[src/rtl/bn_frame_collector.sv]
// Collects a channel-tagged sample stream into one packed per-channel frame and
// holds the completed frame until the downstream stage accepts it.
module bn_frame_collector #(
    parameter int unsigned WIDTH    = 16,
    parameter int unsigned CHANNELS = 48,
    localparam int unsigned CW      = $clog2(CHANNELS),
    localparam int unsigned NW      = $clog2(CHANNELS + 1)
) (
    input  logic                      clk,
    input  logic                      rst,
    input  logic                      en,
    input  logic [WIDTH-1:0]          y_in,
    input  logic [CW-1:0]             channel_in,
    input  logic                      valid_in,
    output logic [CHANNELS*WIDTH-1:0] frame_out,
    output logic                      frame_valid,
    input  logic                      frame_ready,
    output logic [NW-1:0]             fill_count,
    output logic                      dup_err,
    output logic                      range_err,
    output logic                      drop_err
);

    localparam int unsigned CW1 = CW + 1;

    typedef enum logic [0:0] {StCollect, StHold} state_e;

    state_e              state_q;
    logic [WIDTH-1:0]    buf_q [CHANNELS];
    logic [CHANNELS-1:0] seen_q;

    logic acc;
    logic in_range;
    logic slot_seen;

    assign acc       = en & valid_in;
    // Widened by one bit so the compare stays meaningful when CHANNELS is a power of two.
    assign in_range  = {1'b0, channel_in} < CW1'(CHANNELS);
    assign slot_seen = seen_q[channel_in];

    for (genvar c = 0; c < CHANNELS; c++) begin : g_pack
        assign frame_out[c*WIDTH +: WIDTH] = buf_q[c];
    end

    always_ff @(posedge clk or posedge rst) begin
        if (rst) begin
            state_q     <= StCollect;
            for (int c = 0; c < CHANNELS; c++) begin
                buf_q[c] <= '0;
            end
            seen_q      <= '0;
            fill_count  <= '0;
            frame_valid <= 1'b0;
            dup_err     <= 1'b0;
            range_err   <= 1'b0;
            drop_err    <= 1'b0;
        end else begin
            dup_err   <= 1'b0;
            range_err <= acc & ~in_range;
            drop_err  <= 1'b0;
            unique case (state_q)
                StCollect: begin
                    if (acc && in_range) begin
                        buf_q[channel_in]  <= y_in;
                        seen_q[channel_in] <= 1'b1;
                        if (slot_seen) begin
                            dup_err <= 1'b1;
                        end else begin
                            fill_count <= fill_count + NW'(1);
                            if (fill_count == NW'(CHANNELS - 1)) begin
                                state_q     <= StHold;
                                frame_valid <= 1'b1;
                            end
                        end
                    end
                end
                StHold: begin
                    // Samples are dropped even on the handshake cycle itself.
                    drop_err <= acc & in_range;
                    if (frame_ready) begin
                        seen_q      <= '0;
                        fill_count  <= '0;
                        frame_valid <= 1'b0;
                        state_q     <= StCollect;
                    end
                end
                default: state_q <= StCollect;
            endcase
        end
    end

endmodule

[config.mk]
export PLATFORM = sky130hd
export DESIGN_NAME = bn_frame_collector
export DESIGN_NICKNAME = d
export VERILOG_FILES = /design/src/rtl/bn_frame_collector.sv
export SDC_FILE = /design/constraint.sdc
export NUM_CORES = 1
export LEC_CHECK = 0
export CAP_MARGIN = 20
export CORE_AREA = 2 2 329 331
export CTS_CLUSTER_SIZE = 10
export DETAILED_ROUTE_END_ITERATION = 16
export DIE_AREA = 0 0 331 333
export SYNTH_ARGS = -nofsm -noshare
export SYNTH_HDL_FRONTEND = slang
export SYNTH_SLANG_ARGS = --single-unit
[constraint.sdc]
create_clock -name clk -period 27.6 [get_ports clk]
set_clock_uncertainty 0.15 [all_clocks]
set_input_delay 2.76 -clock clk [delete_from_list [all_inputs] [get_ports clk]]
set_output_delay 2.76 -clock clk [all_outputs]
set_load 0.005 [all_outputs]
==> metrics.yaml <==
die:
  initial_core_util: 0.297
  io-pin-count: 805
  core_sq_mm: 0.107
  die_x_um: 331
  rows: 120
  die_h_um: 333
  die_area_sq_mm: 0.110
timing:
  totalNegativeSetupSlack_ps: 0
  setup_viol: 0
  rsz0062_at_grt: "false"
  drv_slew: 0
  setup_slack_ps: 21780
  layout_min_cycle_time_ps: 5820
  finalHoldViolCount: 0
  worstMarginPinSlew_ps: 1170
  fmax_mhz: 172
  relSlewSlack: 0.217
  worst_hold_slack_ps: 338
  fin_crit_sh: 0.211
placed_design:
  globalplace.congestion: 0.751
  place_area_sq_mm: 0.0410
  dp_worst_setup_slack_ps: 20870
  numPortBuffers: 804
  dp_hpwl_um: 71300
grt:
  grt_pass1_wl_um: 156000
  antenna_found_initial: 10
  overflow: 0
  grt_pass1_vias: 21439
  grtUsageTotal: 0.195
  grt_max_degree: 156
clocking:
  cts.sinks: 827
  clockRootBuffer: "clkbuf_16"
  cts_tree: "done"
  postCtsResizedCells: 0
  cts_buffers: 97
  clk_pin_slew_worst_paths_ps: 50
  cts_hold_buf: 0
  cts_max_level: 3
  clockBufferDepth: 3
  insertion_delay_ps: 660
  cts_setup_buffers: 0
critical_path:
  path_max_fanout: 17
  ff2ff_path_depth: 5
  critical_path_class: "in -> reg"
  end_kind: "flop"
  r2r_slack_ps: 24040
  critPathRequiredTime_ps: 27980
  critPathArrivalTime_ps: 6210
  cp-start-kind: "input pin"
hold_path:
  hp-class: "reg -> reg"
  whs_path_depth: 1
routing:
  wl_per_cell_um: 25.9
  drt_first_pass_iters: 5
  via_per_inst: 4.76
  routed_wirelength_um: 110000
  route.detailed.drc: 0
  vias: 20131
  drt-initial-drc-count: 969
  postRouteAntennaNets: 0
logic_synthesis:
  synth_area_sq_mm: 0.0317
  synth_edf_count: 0
  synth_cells: 2002
  synth-async-reset-ratio: 1.00
  yosys_warnings: 0
  ys_seq_elements: 827
  ys_seq_area_frac: 0.653
  avgSynthCellArea_sq_um: 15.8
  ys.flop_type: "dfrtp_1"
  ys_types: 49
  synth_nets: 2030
finish:
  final_cell_area_sq_mm: 0.0439
  drive_gt1_frac: 0.349
  fin_nets: 2820
  final_util: 0.412
  syn_to_final_growth_pct: 38.6
power_and_ir_drop:
  p_per_area_mw_per_mm2: 66.8
  ir_drop_mv: 0.0429
  p_leak_nw: 20.8
status:
  status: "finished, final reports clean"
run:
  cap_violations: 0
==> state kept, by name, indices dropped and copies added (netlist names) <==
register and flops:
frame_out 768, state_q 1, fill_count 6, seen_q 48, frame_valid 1, range_err 1, drop_err 1, dup_err 1
==> cells in the mapped netlist, drive strengths merged (3+ instances only) <==
| cell type | n | area, sq um |
|---|---|---|
| mux2i | 18 | 180 |
| nor2 | 10 | 50.1 |
| and3 | 6 | 37.5 |
| nand2 | 58 | 248 |
| a21oi | 29 | 145 |
| nor3 | 10 | 128 |
| inv | 33 | 126 |
| nand3 | 4 | 37.5 |
| buf | 63 | 362 |
| mux2 | 771 | 8680 |
| o22ai | 3 | 18.8 |
| mux4 | 4 | 90.1 |
| dfrtp | 827 | 20700 |
| o21ai | 5 | 25.0 |
| clkbuf | 91 | 342 |
| nor2b | 7 | 43.8 |
| a21boi | 29 | 218 |
| and2 | 4 | 25.0 |
| o21a | 9 | 67.6 |
==> area by class of cell <==
| type | instances | area [sq um] |
|---|---|---|
| multi-input cells | 988 | 10200 |
| well taps | 1403 | 1760 |
| clock buffers | 115 | 2600 |
| flip-flops and latches | 827 | 20700 |
| repair buffers | 845 | 8370 |
| inverters | 33 | 134 |
| diodes | 5 | 12.5 |
| clock inverters | 12 | 193 |
| fillers | 9752 | 62700 |
==> final timing paths <==
path / startpoint / to
max in group asynchronous: rst / frame_out[474]
hold reg to reg: seen_q[26] / seen_q[26]
setup reg to reg: state_q / frame_out[520]
setup / recovery: channel_in[1] / frame_out[520]
hold / removal: seen_q[26] / seen_q[26]
min in group asynchronous: rst / frame_out[374]
==> power by group <==
group | leakage, nW | switching, W | total, W | internal (W)
combinational | 8.19 | 0.000168 | 0.000395 | 0.000227
sequential | 11.2 | 0.0000556 | 0.00137 | 0.00131
clock | 1.36 | 0.000490 | 0.00117 | 0.000684
total | 20.8 | 0.000713 | 0.00293 | 0.00222
==> layer usage <==
| metal | up-vias | global-route usage | wire length [um] |
|---|---|---|---|
| met2 | 771 | 0.328 | 54100 |
| met4 | 4 | 0.0848 | 4310 |
| li1 | 8537 | - | - |
| met1 | 10611 | 0.236 | 43500 |
| met5 | - | 0 | 24 |
| met3 | 208 | 0.0491 | 7660 |
==> metrics by stage <==
step           cells  power (W)
5_1_grt         4223    0.00306
3_5_place_dp    4092    0.00179
3_3_place_gp    4092    0.00177
6_report        4228    0.00293
4_1_cts         4219    0.00298
2_1_floorplan   2002    0.00152
==> worst max-delay path: stages <==
cell	delay, ps
clkdlybuf4s50_1	790
nor3_2	1090
nand2_1	990
mux2_2	560
==> cells by family (layout without fill, tap and decap cells) <==
group,after synthesis,in the layout,share of synthesized area
compound gates,83,83,0.0176
fa+ha+maj,1,1,0.000394
buf+inv,187,1005,0.0262
flops,827,827,0.653
mux,793,793,0.282
other cells,0,5,0
simple gates,111,111,0.0210
==> layout by cell type (no fill, tap or decap), types with 3 or more instances in the layout <==
cell / netlist / routed
a21boi_0: 28 / 28
a21oi_1: 29 / 29
and2_1: 4 / 4
and3_1: 6 / 6
buf_16: 0 / 3
buf_2: 49 / 16
buf_4: 9 / 35
bufinv_16: 0 / 3
clkbuf_1: 91 / 10
clkbuf_16: 0 / 99
clkbuf_8: 0 / 6
clkdlybuf4s50_1: 0 / 788
clkinv_2: 0 / 3
dfrtp_1: 827 / 827
diode_2: 0 / 5
inv_1: 32 / 31
mux2_2: 771 / 771
mux2i_1: 18 / 18
mux4_2: 4 / 4
nand2_1: 46 / 46
nand2_2: 12 / 12
nor2_1: 5 / 5
nor2_2: 5 / 5
nor2b_1: 7 / 5
nor3_4: 6 / 6
o21a_1: 9 / 9
o21ai_1: 5 / 5
o22ai_1: 3 / 3
Power figures use the tool's default switching activity.
